<file path="config.mk">
export PLATFORM = sky130hd
export DESIGN_NAME = ts_update_sched
export DESIGN_NICKNAME = d
export VERILOG_FILES = /design/src/rtl/ts_update_sched_pkg.sv /design/src/rtl/ts_update_sched_ack_collect.sv /design/src/rtl/ts_update_sched.sv
export SDC_FILE = /design/constraint.sdc
export NUM_CORES = 1
export LEC_CHECK = 0
export CORE_MARGIN = 5
export CORE_UTILIZATION = 30
export CTS_BUF_LIST = sky130_fd_sc_hd__clkbuf_8
export DETAILED_ROUTE_END_ITERATION = 10
export SYNTH_ARGS = -nofsm -noshare
export SYNTH_HDL_FRONTEND = slang
export SYNTH_SLANG_ARGS = --single-unit
export TNS_END_PERCENT = 20
</file>
<file path="constraint.sdc">
create_clock -name clk -period 1.7 [get_ports clk]
set_input_delay 0.425 -clock clk [delete_from_list [all_inputs] [get_ports clk]]
set_output_delay 0.425 -clock clk [all_outputs]
set_load 0.01 [all_outputs]
</file>
<file path="src/rtl/ts_update_sched_pkg.sv">
// ----------------------------------------------------------------------------
// ts_update_sched_pkg
// Shared definitions for the TS update scheduler:
//   - sched_state_t : scheduler FSM states
//   - ts_info field positions (state in [7:4], substate in [3:0])
//   - DEF_NUM_LANES : default number of ts_gen/tsa lane pairs
// ----------------------------------------------------------------------------
package ts_update_sched_pkg;

    localparam int DEF_NUM_LANES = 4;

    // ts_info layout broadcast to every ts_gen/tsa instance
    localparam int INFO_W         = 8;
    localparam int INFO_STATE_MSB = 7;
    localparam int INFO_STATE_LSB = 4;
    localparam int INFO_SUB_MSB   = 3;
    localparam int INFO_SUB_LSB   = 0;

    typedef enum logic [2:0] {
        ST_IDLE  = 3'd0,
        ST_ISSUE = 3'd1,
        ST_WAIT  = 3'd2,
        ST_DONE  = 3'd3,
        ST_FAIL  = 3'd4
    } sched_state_t;

endpackage

</file>
<file path="src/rtl/ts_update_sched_ack_collect.sv">
// ----------------------------------------------------------------------------
// ts_ack_collect
// Per-lane sticky ack collector. Each masked lane owns a tx and an rx sticky
// bit; an ack pulse sets its bit until the next clear.
//   clk, rst   : clock, synchronous active-low reset
//   clear      : zero all sticky bits this cycle (start of an attempt)
//   mask       : lanes taking part; acks of other lanes are ignored
//   ack_tx     : per-lane ack from ts_gen
//   ack_rx     : per-lane ack from tsa
//   all_acked  : every masked lane has both acks, counting this cycle's acks
//   missing    : masked lanes still lacking an ack, counting this cycle's acks
// ----------------------------------------------------------------------------
module ts_ack_collect
    import ts_update_sched_pkg::*;
#(
    parameter int NUM_LANES = DEF_NUM_LANES
) (
    input  logic                 clk,
    input  logic                 rst,
    input  logic                 clear,
    input  logic [NUM_LANES-1:0] mask,
    input  logic [NUM_LANES-1:0] ack_tx,
    input  logic [NUM_LANES-1:0] ack_rx,
    output logic                 all_acked,
    output logic [NUM_LANES-1:0] missing
);

    logic [NUM_LANES-1:0] got_tx;
    logic [NUM_LANES-1:0] got_rx;
    logic [NUM_LANES-1:0] got_tx_nxt;
    logic [NUM_LANES-1:0] got_rx_nxt;

    // Next sticky values include the current-cycle acks so completion is seen
    // in the same cycle the last ack arrives.
    assign got_tx_nxt = got_tx | (ack_tx & mask);
    assign got_rx_nxt = got_rx | (ack_rx & mask);

    assign missing   = mask & ~(got_tx_nxt & got_rx_nxt);
    assign all_acked = ~|missing;

    // NOTE: sequential state uses non-blocking assignments only; the sticky
    // bits are reset explicitly because a stale ack must never complete an update.
    always_ff @(posedge clk) begin
        if (!rst) begin
            got_tx <= '0;
            got_rx <= '0;
        end else if (clear) begin
            got_tx <= '0;
            got_rx <= '0;
        end else begin
            got_tx <= got_tx_nxt;
            got_rx <= got_rx_nxt;
        end
    end

endmodule

</file>
<file path="src/rtl/ts_update_sched.sv">
// ----------------------------------------------------------------------------
// ts_update_sched
// Broadcasts a TS update (state/substate) to all lane ts_gen/tsa instances and
// waits until every participating lane has acknowledged on both tx and rx.
//
// Ports
//   clk, rst            : clock, synchronous active-low reset
//   upd_req_valid/ready : request handshake from the core FSM
//   upd_req_info        : state [7:4], substate [3:0] to broadcast
//   lane_mask           : participating lanes, sampled at accept
//   ts_info             : latched info, changes only on accept
//   ts_update           : strobe, high while an attempt is outstanding
//   ts_update_ack_tx/rx : per-lane acks from ts_gen / tsa
//   upd_done            : one-cycle pulse, all masked lanes acked
//   upd_fail            : one-cycle pulse, retries exhausted
//   fail_lanes          : masked lanes missing an ack, held until next accept
//   busy                : scheduler not idle
//
// Configuration
//   TS_UPD_TIMEOUT_EN : when defined, builds the per-attempt timeout, retry and
//                       FAIL path. Otherwise WAIT holds until completion and
//                       upd_fail/fail_lanes are constant zero.
// ----------------------------------------------------------------------------
module ts_update_sched
    import ts_update_sched_pkg::*;
#(
    parameter int NUM_LANES   = DEF_NUM_LANES,
    parameter int TIMEOUT_CYC = 1024,
    parameter int MAX_RETRY   = 2
) (
    input  logic                 clk,
    input  logic                 rst,
    input  logic                 upd_req_valid,
    output logic                 upd_req_ready,
    input  logic [INFO_W-1:0]    upd_req_info,
    input  logic [NUM_LANES-1:0] lane_mask,
    output logic [INFO_W-1:0]    ts_info,
    output logic                 ts_update,
    input  logic [NUM_LANES-1:0] ts_update_ack_tx,
    input  logic [NUM_LANES-1:0] ts_update_ack_rx,
    output logic                 upd_done,
    output logic                 upd_fail,
    output logic [NUM_LANES-1:0] fail_lanes,
    output logic                 busy
);

    sched_state_t         state;
    logic [NUM_LANES-1:0] mask_q;
    logic                 accept;
    logic                 all_acked;
    logic [NUM_LANES-1:0] missing;
    logic                 timeout_hit;
    logic                 retry_left;
    logic                 attempt_expired;

    assign upd_req_ready   = (state == ST_IDLE);
    assign busy            = (state != ST_IDLE);
    assign accept          = upd_req_valid & upd_req_ready;
    // Completion has priority over a timeout landing in the same cycle.
    assign attempt_expired = (state == ST_WAIT) & ~all_acked & timeout_hit;

    ts_ack_collect #(
        .NUM_LANES (NUM_LANES)
    ) u_ack_collect (
        .clk       (clk),
        .rst       (rst),
        .clear     (state == ST_ISSUE),
        .mask      (mask_q),
        .ack_tx    (ts_update_ack_tx),
        .ack_rx    (ts_update_ack_rx),
        .all_acked (all_acked),
        .missing   (missing)
    );

`ifdef TS_UPD_TIMEOUT_EN
    localparam int TO_W = (TIMEOUT_CYC > 1) ? $clog2(TIMEOUT_CYC) : 1;
    localparam int RT_W = (MAX_RETRY > 0) ? $clog2(MAX_RETRY + 1) : 1;
    localparam logic [TO_W-1:0] TO_LAST     = TO_W'(TIMEOUT_CYC - 1);
    localparam logic [RT_W-1:0] RETRY_LIMIT = RT_W'(MAX_RETRY);

    logic [TO_W-1:0]      to_cnt;
    logic [RT_W-1:0]      retry_cnt;
    logic                 upd_fail_q;
    logic [NUM_LANES-1:0] fail_lanes_q;

    assign timeout_hit = (to_cnt == TO_LAST);
    assign retry_left  = (retry_cnt < RETRY_LIMIT);

    always_ff @(posedge clk) begin
        if (!rst) begin
            to_cnt       <= '0;
            retry_cnt    <= '0;
            upd_fail_q   <= 1'b0;
            fail_lanes_q <= '0;
        end else begin
            upd_fail_q <= attempt_expired & ~retry_left;

            // Each attempt gets a fresh WAIT window of TIMEOUT_CYC cycles.
            if (state == ST_ISSUE) begin
                to_cnt <= '0;
            end else if (state == ST_WAIT) begin
                to_cnt <= to_cnt + 1'b1;
            end

            if (accept) begin
                retry_cnt <= '0;
            end else if (attempt_expired & retry_left) begin
                retry_cnt <= retry_cnt + 1'b1;
            end

            if (accept) begin
                fail_lanes_q <= '0;
            end else if (attempt_expired & ~retry_left) begin
                fail_lanes_q <= missing;
            end
        end
    end

    assign upd_fail   = upd_fail_q;
    assign fail_lanes = fail_lanes_q;
`else
    logic unused_cfg;

    assign timeout_hit = 1'b0;
    assign retry_left  = 1'b0;
    assign upd_fail    = 1'b0;
    assign fail_lanes  = '0;
    assign unused_cfg  = ^{missing, TIMEOUT_CYC, MAX_RETRY};
`endif

    always_ff @(posedge clk) begin
        if (!rst) begin
            state     <= ST_IDLE;
            ts_info   <= '0;
            mask_q    <= '0;
            ts_update <= 1'b0;
            upd_done  <= 1'b0;
        end else begin
            upd_done <= 1'b0;
            case (state)
                ST_IDLE: begin
                    if (accept) begin
                        ts_info   <= upd_req_info;
                        mask_q    <= lane_mask;
                        ts_update <= |lane_mask;
                        state     <= ST_ISSUE;
                    end
                end
                ST_ISSUE: begin
                    // An empty mask has nothing to broadcast: the strobe stays
                    // low and the request completes without a WAIT phase.
                    if (~|mask_q) begin
                        upd_done <= 1'b1;
                        state    <= ST_DONE;
                    end else begin
                        // Re-raises the strobe after a retry's one-cycle drop.
                        ts_update <= 1'b1;
                        state     <= ST_WAIT;
                    end
                end
                ST_WAIT: begin
                    if (all_acked) begin
                        ts_update <= 1'b0;
                        upd_done  <= 1'b1;
                        state     <= ST_DONE;
                    end else if (attempt_expired) begin
                        ts_update <= 1'b0;
                        state     <= retry_left ? ST_ISSUE : ST_FAIL;
                    end
                end
                ST_DONE: state <= ST_IDLE;
                ST_FAIL: state <= ST_IDLE;
                default: state <= ST_IDLE;
            endcase
        end
    end

endmodule

</file>
==> results of run 1 <==
cells in the mapped netlist:
| cell | instances |
|---|---|
| inv_1 | 3 |
| mux2i_1 | 1 |
| nor2_1 | 9 |
| nand2_1 | 30 |
| a21oi_1 | 9 |
| o211ai_1 | 1 |
| and2_1 | 2 |
| o21ai_0 | 2 |
| a21boi_0 | 12 |
| dfxtp_1 | 24 |
| clkbuf_1 | 4 |
| nand3_1 | 1 |
| a21boi_1 | 2 |
| ha_1 | 4 |
| o22ai_1 | 4 |
| buf_4 | 5 |
| nor4_1 | 3 |
| or4_1 | 1 |
| nor3_1 | 1 |
| a22oi_1 | 2 |
| o31ai_1 | 1 |
| conb_1 | 1 |
| nand2b_1 | 1 |
cells in the final DEF (no fill, tap or decap), types with 2 or more instances in the layout:
cell and n:
o22ai_1 2, o21ai_0 2, o22ai_2 2, nor4_1 2, nand2_1 30, a21oi_1 9, clkdlybuf4s50_1 27, buf_4 8
ha_1 4, conb_1 5, inv_1 3, a22oi_2 2, nor2_1 9, dfxtp_1 24, a21boi_0 12, and2_1 2
dlymetal6s2s_1 5, clkbuf_8 3
cell type report:
| class | instances | area (sq um) |
|---|---|---|
| fillers | 354 | 1790 |
| multi-input cells | 91 | 528 |
| flip-flops and latches | 24 | 480 |
| repair buffers | 42 | 407 |
| well taps | 46 | 57.6 |
| clock buffers | 3 | 41.3 |
| inverters | 3 | 11.3 |
timing repair:
action                     4_1_cts  5_1_grt
pin swaps                        0        4
setup buffers                    0        1
setup endpoints to repair        4        4
resized for setup                4       11
sequential cells by signal (all words and copies together), names as in the netlist:
register and flops:
mask_q 4, upd_done 1, state 2, ts_info 8
u_ack_collect.got_rx 4, u_ack_collect.got_tx 4, ts_update 1
kinds of logic (layout without fill, tap and decap cells):
kind of cell | after synthesis | in the layout | share of synthesized area
other | 1 | 5 | 0.00366
buffers and inverters | 12 | 48 | 0.0623
flip-flops | 24 | 24 | 0.469
AO/OA/AOI/OAI | 33 | 33 | 0.210
multiplexers | 1 | 1 | 0.00977
AND/OR/NAND/NOR | 48 | 48 | 0.197
adder cells (fa/ha/maj) | 4 | 4 | 0.0488
worst max path at each step:
stage | start | to | slack [ps] | cells after the start
floorplan | state[0] | state[0] | 160 | 6
global placement | ts_update_ack_tx[3] | state[0] | -360 | 6
detailed placement | ts_update_ack_tx[3] | ts_update | -420 | 6
CTS | ts_update_ack_tx[3] | state[0] | -140 | 6
global route | mask_q[3] | state[0] | -60 | 5
finish | ts_update_ack_tx[1] | state[0] | -40 | 6
metrics by stage:
step | util | instances | total power [uW] | worst slack (ps)
2_1_floorplan | - | 127 | 1190 | 160
4_1_cts | 0.448 | 208 | 1910 | -137
3_3_place_gp | 0.434 | 205 | 1560 | -359
5_1_grt | 0.461 | 209 | 2050 | -64.8
6_report | 0.461 | 209 | 1900 | -35.1
3_5_place_dp | 0.434 | 205 | 1590 | -423
report_power, final:
| part | internal [uW] | switching [uW] | total, uW |
|---|---|---|---|
| logic | 410 | 422 | 832 |
| registers | 671 | 70.9 | 742 |
| clock network | 158 | 171 | 329 |
| total | 1240 | 664 | 1900 |
worst max-delay path, delay by kind of cell:
family / cells / cell delay [ps]
buffers and inverters: 1 / 500
and+or+nand+nor: 1 / 510
AOI/OAI and AO/OA: 4 / 490
per-layer routing:
layer  vias to the layer above  part of all wire
li1                        488                 -
met1                       418              0.40
met2                        35              0.47
met3                         5              0.13
met4                         0            0.0058
met5                         -                 0
==> implementation parameters, run 1 <==
Parameter                              Value

Worst setup path
  Critical path, cell by cell    clkdlybuf4s50_1, o22ai_2, a22oi_2, a21boi_2, or4_1, a21boi_1
  Number of cells on the worst reg-to-reg path    5
  Top fanout value on the critical path    3
  Setup crit end kind    flop
  Required time worst endpoint    about 1900 ps
  Source of the worst register-to-register timing path    mask_q[3]
  Critical register-to-register path endpoint    state[0]
  Delay of the slowest cell on the worst path    510 ps
  Arr. time, crit path    1930 ps
  Slowest stage cell on the critical path    or4_1
  Kind of start point of the critical path    input pin
  Critical path type    input pin to flop
  Setup slack, reg-to-reg    40 ps

Route
  Routed wire length per instance    around 12 um
  Antenna violation net count after detailed routing    0
  First DRT Iteration DRCs    8
  Overall via count from detail_route    946
  Number of remaining DRC errors    0
  Total length of routed wires    between 2 and 3 mm
  Post-DR vias/cell    roughly 4.5
  Total iterations of the first detailed-routing run    3

Placement
  Estimated wirelength of the detail-placed design    2.01 mm
  Quantity of I/O buffers inserted on ports    34
  Placed cell area    between 0.001 and 0.0015 sq mm
  Weighted congestion reported at the end of routability-driven placement    a little under 0.7

Global route
  GRT Util Overall    0.116
  GR met2 Demand/Resource    0.200
  Maximum number of pins on one net before global-route repair    13
  Initial antenna violation count    0
  Wire length of the first global-routing pass    between 4 and 5 mm
  Met3 GRT Util    0.0788
  Global routing's busiest layer    met2
  Number of global-route vias before repair    954
  Met1 Usage GRT    0.116
  Overflow left after global routing    0

Final layout
  Share of final-layout standard cells stronger than drive strength 1    0.110
  Final instance area    around 0.0015 sq mm
  Post-layout nets    approximately 190
  Layout overhead on the synthesized area    48.8%
  Diode count    0

Timing
  F_max    around 580 MHz
  Clock skew after layout    approximately 1.5 ps
  Worst slack on hold paths    approximately 430 ps
  Worst Setup Slack, final    -35.1 ps
  Number of max-slew violations in the final report    0
  Share of the clock period used by the worst path    1.02
  Post-layout min period    approximately 1700 ps
  Unrepaired setup endpoints after global routing    true
  Hold Violations, Final    0
  Total negative slack for setup checks    -35.1 ps
  Final Setup Violations    1

Floorplan
  Die outline height    between 60 and 70 um
  Die Footprint    0.00468 sq mm
  Starting density of the core    0.310
  Core Area    roughly 0.0033 sq mm
  Overall die width    just under 70 um
  # IOs    40
  Floorplan row count    21

Worst hold path
  Hold Path Origin    ts_update_ack_tx[0]
  Count of cells along the worst hold path    3
  Hold endpoint    u_ack_collect.got_tx[0]
  Worst hold-check path type    input pin to flop

Synthesis
  Synth area leaders    dfxtp_1 (47%), nand2_1 (11%), a21boi_0 (8.8%), ha_1 (4.9%), a21oi_1 (4.4%)
  Netlist Area Pre-Place    around 0.0010 sq mm
  Area share of the leading cell type in the synthesized netlist    0.469
  Netlist cell types    23
  Portion of the post-synthesis area used by sequential elements    0.469
  Count of mapped cells out of synthesis    between 100 and 150
  Synthesized area per cell    approximately 8.3 sq um
  Synth Register Bits    24
  Area leader, netlist    dfxtp_1
  Yosys warning total    0

Clock tree
  Clock transition at path regs    ~80 ps
  Maximum buffer depth of the clock tree    2
  Number of buffers inserted by hold repair at cts    0
  Clock tree sinks    24
  Clock tree from TritonCTS    yes
  CTS Root Buffer Type    clkbuf_8
  Worst-skew pair later-pin latency    260 ps
  Inserted Clock Buffers    3
  Number of levels in the clock H-tree    1

Job
  Max-cap violations    0

Power and ir drop
  Worst supply voltage drop on vdd    between 0.6 and 0.7 mV
  Leak    0.000632 uW
  Power per cell area    1250 mW/mm^2

Outcome
  Violated checks    setup timing
  Status    finished, violations left
Power figures use the tool's default switching activity.
==> inputs of run 2 (changes only) <==
--- a/config.mk
+++ b/config.mk
@@ -6,9 +6,10 @@
 export NUM_CORES = 1
 export LEC_CHECK = 0
 export CORE_MARGIN = 5
-export CORE_UTILIZATION = 30
+export CORE_UTILIZATION = 35
 export CTS_BUF_LIST = sky130_fd_sc_hd__clkbuf_8
 export DETAILED_ROUTE_END_ITERATION = 10
+export PLACE_DENSITY = 0.66
 export SYNTH_ARGS = -nofsm -noshare
 export SYNTH_HDL_FRONTEND = slang
 export SYNTH_SLANG_ARGS = --single-unit
==> implementation parameters, run 2 (synthesis results as in run 1) <==
Parameter                              Value

Floorplan
  Die outline height    64.1 um
  Die Footprint    around 0.004 sq mm
  Overall die width    64.1 um
  Starting density of the core    0.368
  Floorplan row count    19
  # IOs    40
  Core Area    0.00278 sq mm

Global route
  Initial antenna violation count    0
  Overflow left after global routing    0
  Wire length of the first global-routing pass    about 4.3 mm
  Maximum number of pins on one net before global-route repair    15
  Number of global-route vias before repair    971
  GRT Util Overall    0.129

Timing
  Total negative slack for setup checks    0 ps
  Clock skew after layout    about 1.2 ps
  F_max    616 MHz
  Unrepaired setup endpoints after global routing    false
  Number of max-slew violations in the final report    0
  Final Setup Violations    0
  Post-layout min period    1620 ps
  Share of the clock period used by the worst path    0.955
  Worst slack on hold paths    439 ps
  Hold Violations, Final    0

Power and ir drop
  Leak    0.000677 uW
  Worst supply voltage drop on vdd    around 1.0 mV
  Power per cell area    1330 mW/mm^2

Route
  Post-DR vias/cell    slightly below 5
  Routed wire length per instance    12.5 um
  Total iterations of the first detailed-routing run    4
  Antenna violation net count after detailed routing    0
  First DRT Iteration DRCs    32
  Number of remaining DRC errors    0
  Total length of routed wires    2.44 mm
  Overall via count from detail_route    944

Worst setup path
  Arr. time, crit path    roughly 1200 ps
  Worst setup path startpoint    state[0]
  Critical path type    flop to output port
  Critical path, cell by cell    inv_1, ha_1, dlygate4sd2_1
  Setup crit end kind    output port
  Number of buffer and inverter instances along the worst setup path    2
  Delay-heaviest family, CP    buffers and inverters
  Delay of the slowest cell on the worst path    between 300 and 400 ps
  Top fanout value on the critical path    3
  Slowest stage cell on the critical path    dfxtp_1
  Kind of start point of the critical path    flop
  Source of the worst register-to-register timing path    mask_q[3]
  Required time worst endpoint    1270 ps

Final layout
  Flip-flop count of the largest register, all copies and words added    8
  Most common cell after layout, fill and taps aside    nand2_1
  Diode count    0
  Largest register by flop count    ts_info
  Post-layout nets    192
  Share of final-layout standard cells stronger than drive strength 1    0.116
  Number of standard cells in the layout, taps in and fillers out    195
  Most frequent cells in the layout    nand2_1 (30), clkdlybuf4s50_1 (24), dfxtp_1 (24)
  Layout overhead on the synthesized area    50.7%

Clock tree
  Number of levels in the clock H-tree    1
  Maximum buffer depth of the clock tree    2
  Worst-skew pair later-pin latency    roughly 270 ps
  CTS Root Buffer Type    clkbuf_8
  Inserted Clock Buffers    3
  Clock transition at path regs    80 ps
  Clock tree sinks    24
  Clock tree from TritonCTS    yes

Placement
  Weighted congestion reported at the end of routability-driven placement    about 0.76
  Estimated wirelength of the detail-placed design    1.99 mm
  Cells after DPL    190
  Quantity of I/O buffers inserted on ports    34

Worst hold path
  Hold Path Origin    ts_update_ack_rx[1]
  Worst hold-check path type    input pin to flop

Outcome
  Status    completed

Job
  Max-cap violations    0
==> run 2: routing by layer <==
layer  share of wire  GRT usage  up-vias
met5               0          0        -
met4          0.0086     0.0305        0
met3            0.13     0.0788        2
met2            0.47      0.212       33
met1            0.40      0.141      418
li1                -          -      491
==> run 2: timing repair <==
action / CTS / global route
pin swaps: 1 / 4
hold buffers: 0 / 0
setup buffers: 0 / 1
gates cloned: 0 / 0
gates resized for setup: 2 / 16
endpoints found under the setup margin: 4 / 4
==> run 2: tightest hold or removal path: cells and delay by family <==
family	cells	cell delay, ps
simple gates	1	70
compound gates	1	70
buf+inv	1	110
==> run 2: metrics by stage <==
stage	util	instance area, sq um	setup WS [ps]	power, uW
floorplan	-	1040	160	1190
global placement	0.510	1420	-359	1550
detailed placement	0.510	1420	-407	1580
CTS	0.535	1490	-122	2060
global route	0.555	1540	10.6	2200
finish	0.555	1540	77.2	2050
==> run 2: cell type report <==
type,instances,area (sq um)
Fill cell,251,1240
Clock inverter,1,30.0
Timing Repair Buffer,42,414
Multi-Input combinational cell,91,528
Clock buffer,3,41.3
Sequential cell,24,480
Inverter,3,11.3
Tap cell,31,38.8
==> run 2: power breakdown <==
part	leakage, uW	internal (uW)	total (uW)	switching [uW]
clock network	0.0000357	315	500	185
logic	0.000445	402	808	405
registers	0.000196	671	740	69.7
total	0.000677	1390	2050	660
==> run 2: path summary, 6_finish.rpt <==
path                             end  slack (ps)  cells past startpoint
max                    upd_req_ready          80                      3
min          u_ack_collect.got_rx[1]         440                      3
max reg2reg                 state[0]         100                      5
min reg2reg               ts_info[0]         460                      2
